## src/rtl/qeciphy_pkg.sv

```systemverilog
// qeciphy_pkg: shared types and default constants for the qeciphy RX path.
package qeciphy_pkg;

   typedef enum logic [2:0] {
      WAIT_GT,
      SETTLE,
      ALIGN,
      LINKED,
      GT_RESET,
      FAILED
   } rx_align_ctrl_fsm_t;

   localparam int RX_ALIGN_SETTLE_CYCLES        = 64;
   localparam int RX_ALIGN_ALIGN_TIMEOUT_CYCLES = 65536;
   localparam int RX_ALIGN_FAILS_PER_RESET      = 4;
   localparam int RX_ALIGN_GT_RESET_CYCLES      = 16;
   localparam int RX_ALIGN_MAX_RETRIES          = 3;

endpackage

```

## src/rtl/qeciphy_sat_counter.sv

```systemverilog
// qeciphy_sat_counter: saturating up-counter with clear, enable and terminal-count flag.
module qeciphy_sat_counter #(
   parameter int WIDTH = 8,
   parameter int MAX   = 255
) (
   input  logic clk,
   input  logic rst_n,
   input  logic clr,
   input  logic en,
   output logic tc
);

   localparam logic [WIDTH-1:0] MAX_V = WIDTH'(MAX);

   logic [WIDTH-1:0] cnt_q, cnt_d;

   always_comb cnt_d = clr ? '0 : (en && cnt_q != MAX_V) ? cnt_q + 1'b1 : cnt_q;

   always_ff @(posedge clk or negedge rst_n)
      if (!rst_n) cnt_q <= '0;
      else        cnt_q <= cnt_d;

   assign tc = cnt_q == MAX_V;

endmodule

```

## src/rtl/qeciphy_rx_align_ctrl.sv

```systemverilog
// qeciphy_rx_align_ctrl: sequences aligner reset release, watches alignment
// outcome and escalates failures/timeouts into transceiver RX resets.
module qeciphy_rx_align_ctrl
   import qeciphy_pkg::*;
#(
   parameter int SETTLE_CYCLES        = RX_ALIGN_SETTLE_CYCLES,
   parameter int ALIGN_TIMEOUT_CYCLES = RX_ALIGN_ALIGN_TIMEOUT_CYCLES,
   parameter int FAILS_PER_RESET      = RX_ALIGN_FAILS_PER_RESET,
   parameter int GT_RESET_CYCLES      = RX_ALIGN_GT_RESET_CYCLES,
   parameter int MAX_RETRIES          = RX_ALIGN_MAX_RETRIES,
   localparam int RW                  = $clog2(MAX_RETRIES + 1)
) (
   input  logic          clk,
   input  logic          rst_n,
   input  logic          i_gt_rx_rdy,
   input  logic          i_align_done,
   input  logic          i_align_fail,
   input  logic          i_link_lost,
   input  logic          i_restart,
   output logic          o_aligner_rst_n,
   output logic          o_gt_rx_reset,
   output logic          o_link_up,
   output logic          o_link_fail,
   output logic [RW-1:0] o_retry_count
);

   localparam logic [RW-1:0] MAX_RETRIES_V = RW'(MAX_RETRIES);

   rx_align_ctrl_fsm_t state_q, state_d;
   logic [RW-1:0]      retry_q, retry_d;
   logic               settle_tc, timeout_tc, fail_tc, gt_tc;
   logic               fail_hit;

   qeciphy_sat_counter #(.WIDTH($clog2(SETTLE_CYCLES + 1)), .MAX(SETTLE_CYCLES - 1)) u_settle_cnt (
      .clk(clk), .rst_n(rst_n), .clr(state_q != SETTLE), .en(state_q == SETTLE), .tc(settle_tc)
   );

   qeciphy_sat_counter #(.WIDTH($clog2(ALIGN_TIMEOUT_CYCLES)), .MAX(ALIGN_TIMEOUT_CYCLES - 1)) u_timeout_cnt (
      .clk(clk), .rst_n(rst_n), .clr(state_q != ALIGN), .en(state_q == ALIGN), .tc(timeout_tc)
   );

   // tc marks FAILS_PER_RESET-1 pulses seen, so the next counted pulse escalates
   qeciphy_sat_counter #(.WIDTH($clog2(FAILS_PER_RESET + 1)), .MAX(FAILS_PER_RESET - 1)) u_fail_cnt (
      .clk(clk), .rst_n(rst_n), .clr(state_q != ALIGN), .en(state_q == ALIGN && i_align_fail), .tc(fail_tc)
   );

   qeciphy_sat_counter #(.WIDTH($clog2(GT_RESET_CYCLES + 1)), .MAX(GT_RESET_CYCLES - 1)) u_gt_cnt (
      .clk(clk), .rst_n(rst_n), .clr(state_q != GT_RESET), .en(state_q == GT_RESET), .tc(gt_tc)
   );

   assign fail_hit = i_align_fail && fail_tc;

   always_comb begin
      state_d = state_q;
      retry_d = retry_q;
      case (state_q)
         WAIT_GT:  if (i_gt_rx_rdy) state_d = SETTLE;
         SETTLE:   state_d = !i_gt_rx_rdy ? WAIT_GT : settle_tc ? ALIGN : SETTLE;
         ALIGN: begin
            if (!i_gt_rx_rdy) state_d = WAIT_GT;
            else if (i_align_done) begin
               state_d = LINKED;
               retry_d = '0;
            end else if (fail_hit || timeout_tc) begin
               state_d = (retry_q == MAX_RETRIES_V) ? FAILED : GT_RESET;
               retry_d = (retry_q == MAX_RETRIES_V) ? retry_q : retry_q + 1'b1;
            end
         end
         LINKED:   state_d = !i_gt_rx_rdy ? WAIT_GT : (i_link_lost || !i_align_done) ? SETTLE : LINKED;
         GT_RESET: if (gt_tc) state_d = WAIT_GT;
         FAILED: begin
            if (i_restart) begin
               state_d = WAIT_GT;
               retry_d = '0;
            end
         end
         default:  state_d = WAIT_GT;
      endcase
   end

   always_ff @(posedge clk or negedge rst_n)
      if (!rst_n) begin
         state_q         <= WAIT_GT;
         retry_q         <= '0;
         o_aligner_rst_n <= 1'b0;
         o_gt_rx_reset   <= 1'b0;
         o_link_up       <= 1'b0;
         o_link_fail     <= 1'b0;
         o_retry_count   <= '0;
      end else begin
         state_q         <= state_d;
         retry_q         <= retry_d;
         o_aligner_rst_n <= state_q == ALIGN || state_q == LINKED;
         o_gt_rx_reset   <= state_q == GT_RESET;
         o_link_up       <= state_q == LINKED;
         o_link_fail     <= state_q == FAILED;
         o_retry_count   <= retry_q;
      end

endmodule

```

## config.mk

```make
export PLATFORM = sky130hd
export DESIGN_NAME = qeciphy_rx_align_ctrl
export DESIGN_NICKNAME = d
export VERILOG_FILES = /design/src/rtl/qeciphy_pkg.sv /design/src/rtl/qeciphy_sat_counter.sv /design/src/rtl/qeciphy_rx_align_ctrl.sv
export SDC_FILE = /design/constraint.sdc
export NUM_CORES = 1
export LEC_CHECK = 0
export CAP_MARGIN = 0
export CELL_PAD_IN_SITES_DETAIL_PLACEMENT = 0
export CELL_PAD_IN_SITES_GLOBAL_PLACEMENT = 1
export CORE_AREA = 8 8 83 85
export DETAILED_ROUTE_END_ITERATION = 12
export DIE_AREA = 0 0 91 93
export GPL_TIMING_DRIVEN = 1
export PLACE_DENSITY = 0.8
export SLEW_MARGIN = 20
export SYNTH_ARGS = -nofsm -noshare
export SYNTH_HDL_FRONTEND = slang
export SYNTH_HIERARCHICAL = 1
export SYNTH_SLANG_ARGS = --single-unit
```

## constraint.sdc

```tcl
create_clock -name clk -period 2.5 [get_ports clk]
set_input_delay 0.5 -clock clk [delete_from_list [all_inputs] [get_ports clk]]
set_output_delay 0.5 -clock clk [all_outputs]
set_load 0.01 [all_outputs]
```

* After elaboration in Yosys (flattened, before gate mapping) *
Cells that the tools add are included.

storage, ports and cells
  register bits = 42
  bits of input ports = 7
  word-level logic and storage cells = 84

cells by class
  add/sub/neg operators = 5
  equal/unequal tests = 24
  muxes and demuxes = 26
  reductions and logical operators = 18

operator list
  cell                                            count
  two-way mux 16 bit                              2
  two-way mux 3 bit                               8
  two-way mux 2 bit                               9
  one-hot mux 3 bit (6 select lines)              1
  adder 16 x 1 -> 16 bit (second input constant)  1
  == test 16 bit (second input constant)          1
  != test 16 bit (second input constant)          1
  two-way mux 7 bit                               2
  two-way mux 5 bit                               2
  nonzero test 2 bit                              5
  == test 3 x 2 -> 1 bit (second input constant)  3
  != test 3 bit (second input constant)           3
  != test 2 bit (second input constant)           4
  adder 7 x 1 -> 7 bit (second input constant)    1
  == test 7 x 6 -> 1 bit (second input constant)  1
  != test 7 x 6 -> 1 bit (second input constant)  1
  == test 3 bit (second input constant)           2
  logical AND 1 bit                               6
  != test 3 x 2 -> 1 bit (second input constant)  2
  adder 5 x 1 -> 5 bit (second input constant)    1
  == test 5 x 4 -> 1 bit (second input constant)  1
  != test 5 x 4 -> 1 bit (second input constant)  1
  AND reduction 5 bit                             1
  != test 4 bit (second input constant)           1
  11 further kinds                                13

* Longest topological paths before layout *
Gate-level depths: netlist of the first run.

  word-level depth = 7
  mapped depth = 8
  mapped depth without buffers = 8

* Cells and area by module *
The synthesis of the first run kept the hierarchy.

modules (own cells, without submodules)
  module                                times used  cells each  area an instance (um^2)
  qeciphy_sat_counter at u_timeout_cnt  1           109         1009.7
  qeciphy_rx_align_ctrl                 1           55          575.6
  qeciphy_sat_counter at u_settle_cnt   1           38          409.1
  qeciphy_sat_counter at u_gt_cnt       1           23          260.2
  qeciphy_sat_counter at u_fail_cnt     1           15          177.7

* Least setup slack after synthesis of the first run *
No wires, ideal clock.

  path kind = reg2reg
  start point = reg u_timeout_cnt.cnt_q[0]
  end point = reg retry_q[0]
  library setup time = 125 ps
  data arrival time = 1850 ps
  slack = 525 ps
  stages on the path, launching flop included = 9
  clock period less this slack = 1975 ps
  cell sequence = dfrtp_1 -> ha_1 -> nand3_1 -> nor4_2 -> nor2b_1 -> a21oi_1 -> nor2_1 -> o21ai_2 -> mux2_4

between the ends
  cells in the longest elaborated chain, start to end = 4

ends and longest elaborated chain
  element                               RTL line                     source
  from (decl)                           qeciphy_sat_counter.sv:15    logic [WIDTH-1:0] cnt_q, cnt_d;
  from (signal assigned)                qeciphy_sat_counter.sv:21    else cnt_q <= cnt_d;
  == test 16 bit                        qeciphy_sat_counter.sv:23    assign tc = cnt_q == MAX_V;
  named net timeout_tc                  qeciphy_rx_align_ctrl.sv:31  logic settle_tc, timeout_tc, fail_tc, gt_tc;
  logical OR 1 bit                      qeciphy_rx_align_ctrl.sv:64  end else if (fail_hit || timeout_tc) begin
  != test 3 bit (no source line)        -
  AND reduction 5 bit (no source line)  -
  to (signal assigned)                  qeciphy_rx_align_ctrl.sv:92  retry_q <= retry_d;
  to (decl)                             qeciphy_rx_align_ctrl.sv:30  logic [RW-1:0] retry_q, retry_d;

The timed path passes the listed nets, and every way through them passes these cells.
A chain may end at the register's enable or synchronous reset.

* Worst setup path in the final report of the first run *
Same ends and word-level chain as after synthesis.

==> flow_summary.ini, run 1 <==
[cts]
cts.sinks = 42
cts_inserted_buffers = 5
clock_path_buffers = 2
cts_setup_buffers = 0
clock_latency_ps = 290
cts-hold-fix-buffers = 0
cts_tree = done
htreeDepth = 2
cts_resized = 0
clk_pin_slew_worst_paths_ps = 80
cts.root.buffer_cell = clkbuf_8

[drt]
drtPass1Iterations = 4
wl_per_cell_um = 13.9
drtAntennaViolNets = 0
routed_wl_um = 4640
vias = 1803
via_per_inst = 5.38
drc = 0
drt_iter0_markers = 74

[synthesis]
netlist_area_um2 = 2430
synth_edf_count = 0
synth_mux_area_share_pct = 6.58
synth_adder_area_share_pct = 3.60
synth_xor_area_share_pct = 0.720
async_reset_ff_share_pct = 100
syn_avg_cell_area_um2 = 10.1
synth.distinct_cells = 63
yosys.area_share.simple_pct = 28.1
synth_compound_area_share_pct = 14.7
ys_seq_area_share_pct = 43.2
ys_seq_elements = 42
synth_top_family_by_area = simple AND/OR/NAND/NOR gates
syn_inst = 240
synth_warnings = 6
synth_flop_cell = dfrtp_1
syn-num-nets = 254

[setup_path]
crit_fanout = 6
path_cells = ha_1, nand3_1, nor4_2, nor2b_1, a21oi_1, nor2_1, o21ai_2, mux2_4
worst_path_max_delay_cell = nor4_2
cp.arrival_ps = 2440
crit_required_ps = 2680
path_class = flop to flop
cp-end-kind = flop
cp-start-kind = flop
max_stage_delay_ps = 450

[timing]
slew_violations = 0
min_period_over_period_pct = 90.1
max-slew-margin-rel_pct = 66.2
final.setup.tns_ps = 0
setup_viol = 0
worstMarginPinSlew_ps = 504
hold_viol_final = 0
rsz0062_at_grt = false
fmax_ghz = 0.444
finalCriticalPeriod_ps = 2250
skew_ps = 7.09

[floorplan]
fp.dieH_um = 93
core-area_um2 = 5680
die_w_um = 91
start_util_pct = 42.9
placementRows = 28
die_area_um2 = 8460
ioPinCount = 13

[outcome]
outcome = finished, final reports clean

[cells_and_area]
multiInputGateArea_um2 = 1310
syn2layout_area_growth_pct = 14.7
finalNetCount = 273
drive_gt1_share_pct = 16.5
antenna_cells = 0
fill_cells = 562
seq_area_um2 = 1050
final_util_pct = 49.2

[pwr]
peakVddDrop_mv = 0.378
power.density_nw_per_um2 = 527
leakagePower_nw = 1.22

[placement]
dp_hpwl_um = 3340
io_buffers = 12
place.gp.congestion = 0.832

[job]
cap_violations = 0

[grt]
grt_max_degree = 29
grt_pass1_vias = 1874
grt_pass1_wl_um = 8530
antenna_found_initial = 0
overflow = 0
grt_use_total_pct = 12.0

[min_path]
hold_path.class = input pin to async pin
[cells in the mapped netlist, types with 2 or more instances]
master    instances  share of area, %
nand2b_1          7               1.8
mux2_4            2               1.2
nor2b_1          11               2.8
and3_1            6               1.5
a31oi_1           4               1.0
buf_4             3              0.93
nor3_1            3              0.62
or3_1             4               1.0
o22a_1            2              0.72
nor2_1           21               3.2
or4_1             2              0.62
nand4_1           6               1.5
ha_1              7               3.6
and2_2            2              0.62
mux2_1            8               3.7
a311oi_1          2              0.72
nor4_1            2              0.51
nand2_1          11               1.7
clkbuf_1          3              0.46
o21ai_0           9               1.9
mux2i_1           4               1.6
a211oi_2          2               1.0
inv_1            11               1.7
nand3_2           4               1.6
a21oi_1          13               2.7
nand3b_1          3              0.93
dfrtp_1          42                43
nor4_2            2               1.0
nand3_1           5               1.0
nand4_2           2               1.0
o31ai_1           4               1.2
o21bai_1          2              0.62
[stage by stage]
stage               setup WS [ps]  area [µm²]  std cells  hold slack [ps]  total power [W]
floorplan                     525        2430        240              204         0.000800
global placement              380        2650        327              415         0.000840
detailed placement            315        2650        327              411         0.000841
CTS                           279        2790        335              105          0.00150
global route                 19.3        2790        335              113          0.00154
finish                        247        2790        335              103          0.00147
[path summary, 6_finish.rpt]
path                       slack [ps]  depth (start not counted)                    from                      to
max                               250                          8  u_timeout_cnt/cnt_q[0]              retry_q[0]
min                               100                          1                   rst_n  u_timeout_cnt/cnt_q[4]
max reg2reg                       250                          8  u_timeout_cnt/cnt_q[0]              retry_q[0]
min reg2reg                       420                          0              retry_q[1]        o_retry_count[1]
max in group asynchronous        1880                          2                   rst_n              state_q[1]
min in group clk                  420                          0              retry_q[1]        o_retry_count[1]
[where the power goes]
part           internal [W]  leakage, nW  switching, W  total [W]
combinational     0.0000530        0.565     0.0000551   0.000108
sequential         0.000697        0.582     0.0000219   0.000719
clock              0.000400       0.0683      0.000242   0.000642
[final cells by class]
cell class | instances | share of cell area [%]
well taps | 75 | 3.36
multi-input cells | 181 | 46.8
clock inverters | 3 | 2.47
clock buffers | 5 | 2.47
repair buffers | 18 | 5.74
flip-flops and latches | 42 | 37.7
inverters | 11 | 1.48
[worst max-delay path, delay by kind of cell (launching register included)]
kind / cells / cell delay, ps
compound gates: 2 / 180
fa+ha+maj: 1 / 260
flops: 1 / 430
mux: 1 / 250
simple gates: 4 / 1030
[sequential cells by signal, summed over array words and instances, names as in the netlist]
signal and count:
u_timeout_cnt/cnt_q 16, u_settle_cnt/cnt_q 7, u_gt_cnt/cnt_q 5, state_q 3, u_fail_cnt/cnt_q 3, o_retry_count 2
retry_q 2, o_aligner_rst_n 1, o_gt_rx_reset 1, o_link_fail 1, o_link_up 1
[cell usage in the layout, fill, tap and decap left out, types with 2 or more instances in the layout]
| cell | instances |
|---|---|
| dfrtp_1 | 42 |
| nor2_1 | 21 |
| a21oi_1 | 13 |
| inv_1 | 11 |
| nand2_1 | 11 |
| nor2b_1 | 11 |
| clkdlybuf4s50_1 | 11 |
| o21ai_0 | 9 |
| mux2_1 | 8 |
| nand2b_1 | 7 |
| ha_1 | 7 |
| buf_4 | 6 |
| and3_1 | 6 |
| nand4_1 | 6 |
| nand3_1 | 5 |
| clkbuf_8 | 5 |
| o31ai_1 | 4 |
| mux2i_1 | 4 |
| nand3_2 | 4 |
| a31oi_1 | 4 |
| or3_1 | 4 |
| nand3b_1 | 3 |
| nor3_1 | 3 |
| and2_2 | 2 |
| mux2_4 | 2 |
| o22a_1 | 2 |
| bufinv_16 | 2 |
| a211oi_2 | 2 |
| o21bai_1 | 2 |
| a311oi_1 | 2 |
| nand4_2 | 2 |
| nor4_2 | 2 |
| or4_1 | 2 |
| nor4_1 | 2 |
[metal layers]
metal  global-route usage [%]  routed length (µm)
met5                        0                   0
met4                     3.96                  47
met3                     3.04                 145
met2                     19.0                2120
met1                     15.5                2330
[cells by family (layout without fill, tap and decap cells)]
logic type | after synthesis | after routing
compound gates | 52 | 52
xor+xnor | 2 | 2
fa+ha+maj | 7 | 7
buf+inv | 17 | 37
flops | 42 | 42
mux | 14 | 14
simple gates | 106 | 106
(Power assumes the default switching activity.)
==> run 2: changes to the inputs <==
--- a/config.mk
+++ b/config.mk
@@ -9,6 +9,7 @@
 export CELL_PAD_IN_SITES_DETAIL_PLACEMENT = 0
 export CELL_PAD_IN_SITES_GLOBAL_PLACEMENT = 1
 export CORE_AREA = 8 8 83 85
+export CTS_CLUSTER_SIZE = 16
 export DETAILED_ROUTE_END_ITERATION = 12
 export DIE_AREA = 0 0 91 93
 export GPL_TIMING_DRIVEN = 1
==> constraint.sdc (replaced) <==
create_clock -name clk -period 2.1 [get_ports clk]
set_input_delay 0.42 -clock clk [delete_from_list [all_inputs] [get_ports clk]]
set_output_delay 0.42 -clock clk [all_outputs]
set_load 0.01 [all_outputs]
==> run 2 against run 1 <==
Effect of this change:
- routed wire length rose by 3.5%
- first-iteration DRC count rose by 26%
- worst setup slack got worse by 76 ps
- flip-flop and latch count did not move
- non-clock buffer count rose by 11
- hold slack improved by 82 ps
- total power rose by 3.5%
- die area did not move
- clock skew rose by 2.1 ps
- combinational power rose by 28%
- critical path type unchanged
- largest cell class unchanged
- highest routed layer unchanged
==> flow_summary.ini, run 2 (same netlist as run 1, synthesis figures left out) <==
[outcome]
outcome = finished, final reports clean

[timing]
finalHoldWorstSlack_ps = 185
min_period_over_period_pct = 91.8
slew_violations = 0
worstMarginPinSlew_ps = 537
rsz0062_at_grt = false
fmax_ghz = 0.519
finalCriticalPeriod_ps = 1930
skew_ps = 9.23
setup_viol = 0
final.setup.tns_ps = 0
max-slew-margin-rel_pct = 64.2
hold_viol_final = 0

[placement]
placedInstanceArea_um2 = 2730
place.gp.congestion = 0.803
io_buffers = 12
dp_hpwl_um = 3460

[cells_and_area]
top_regs = u_timeout_cnt/cnt_q: 16 flops, u_settle_cnt/cnt_q: 7 flops, u_gt_cnt/cnt_q: 5 flops
fin_area_um2 = 2860
largest_register = u_timeout_cnt/cnt_q
finalNetCount = 284
syn2layout_area_growth_pct = 17.5
final_common_cell = dfrtp_1
drive_gt1_share_pct = 20.3
antenna_cells = 0
largest_reg_flops = 16
most-common-layout-cells = 42 x dfrtp_1, 21 x nor2_1, 16 x buf_4

[setup_path]
worst_path_max_delay_cell = dfrtp_1
crit_fanout = 7
crit_required_ps = 2280
cp.depth = 6
critPathTopFamily = simple AND/OR/NAND/NOR gates
max_stage_delay_ps = 420
crit_buf_inv = 1
path_cells = ha_2, nand3_1, buf_4, nor3_4, a21oi_2, mux2_1
r2r_cells = 6
cp-end-kind = flop
cp-start-kind = flop
path_class = flop to flop
cp.arrival_ps = 2110

[cts]
clock_latency_ps = 290
cts-hold-fix-buffers = 0
clock_path_buffers = 2
htreeDepth = 2
cts_tree = done
cts.sinks = 42
cts_inserted_buffers = 5
clk_pin_slew_worst_paths_ps = 80
cts.root.buffer_cell = clkbuf_8

[drt]
wl_met2_um = 2430
drtPass1Iterations = 4
via_per_inst = 5.47
routed_wl_um = 4800
vias = 1892
wl_per_cell_um = 13.9
drt_iter0_markers = 93
drtAntennaViolNets = 0
wirelength_met1_um = 2160
maxUsedRoutingLayer = met4
wl_met3_um = 163
drc = 0

[grt]
grt_max_degree = 43
grt_use_total_pct = 12.1
overflow = 0
grt_pass1_vias = 1896
grt_pass1_wl_um = 8530
antenna_found_initial = 0

[floorplan]
die_area_um2 = 8460
core-area_um2 = 5680
ioPinCount = 13
placementRows = 28
start_util_pct = 42.9
die_w_um = 91
fp.dieH_um = 93

[pwr]
peakVddDrop_mv = 0.395
leakagePower_nw = 1.27
power.density_nw_per_um2 = 532

[min_path]
hold_path.class = input pin to async pin

[job]
cap_violations = 0
[run 2: worst paths after layout]
kind	startpoint	end	slack, ps
min in group clk	retry_q[1]	o_retry_count[1]	430
max reg2reg	u_timeout_cnt/cnt_q[0]	u_timeout_cnt/cnt_q[0]	170
max in group asynchronous	rst_n	u_gt_cnt/cnt_q[3]	1540
max	u_timeout_cnt/cnt_q[0]	u_timeout_cnt/cnt_q[0]	170
min reg2reg	retry_q[1]	o_retry_count[1]	430
min	rst_n	u_timeout_cnt/cnt_q[12]	180
[run 2: area by class of cell]
type	count	area, µm²
fill	535	2820
inverter	11	41.3
multi-input combinational	181	1330
sequential	42	1050
clock inverter	1	5.00
clock buffer	7	86.3
tap	75	93.8
timing repair buffer	29	255
[run 2: per-stage QoR]
step / instances / total power [W] / setup WS [ps] / util (%)
4_1_cts: 344 / 0.00155 / 92.5 / 49.8
5_1_grt: 346 / 0.00160 / 83.0 / 50.4
6_report: 346 / 0.00152 / 172 / 50.4
2_1_floorplan: 240 / 0.000953 / 125 / -
3_3_place_gp: 336 / 0.00100 / 177 / 48.1
3_5_place_dp: 336 / 0.00100 / 121 / 48.1
[run 2: what timing repair did]
| action | 4_1_cts | 5_1_grt |
|---|---|---|
| hold endpoints to repair | 0 | 0 |
| setup endpoints to repair | 0 | 2 |
| gates resized for setup | 0 | 4 |
| buffers inserted | 0 | 2 |
[run 2: power by group]
group          leakage (nW)  internal [W]  total, W  switching (W)
Combinational         0.641     0.0000657  0.000138      0.0000718
Clock                0.0482      0.000265  0.000536       0.000270
Sequential            0.582      0.000830  0.000848      0.0000179
Total                  1.27       0.00116   0.00152       0.000360
[run 2: routing by layer]
layer	vias to the layer above	global-route usage, %
met3	5	3.13
met5	-	0
met4	0	3.68
li1	937	-
met1	926	14.0
met2	24	21.3
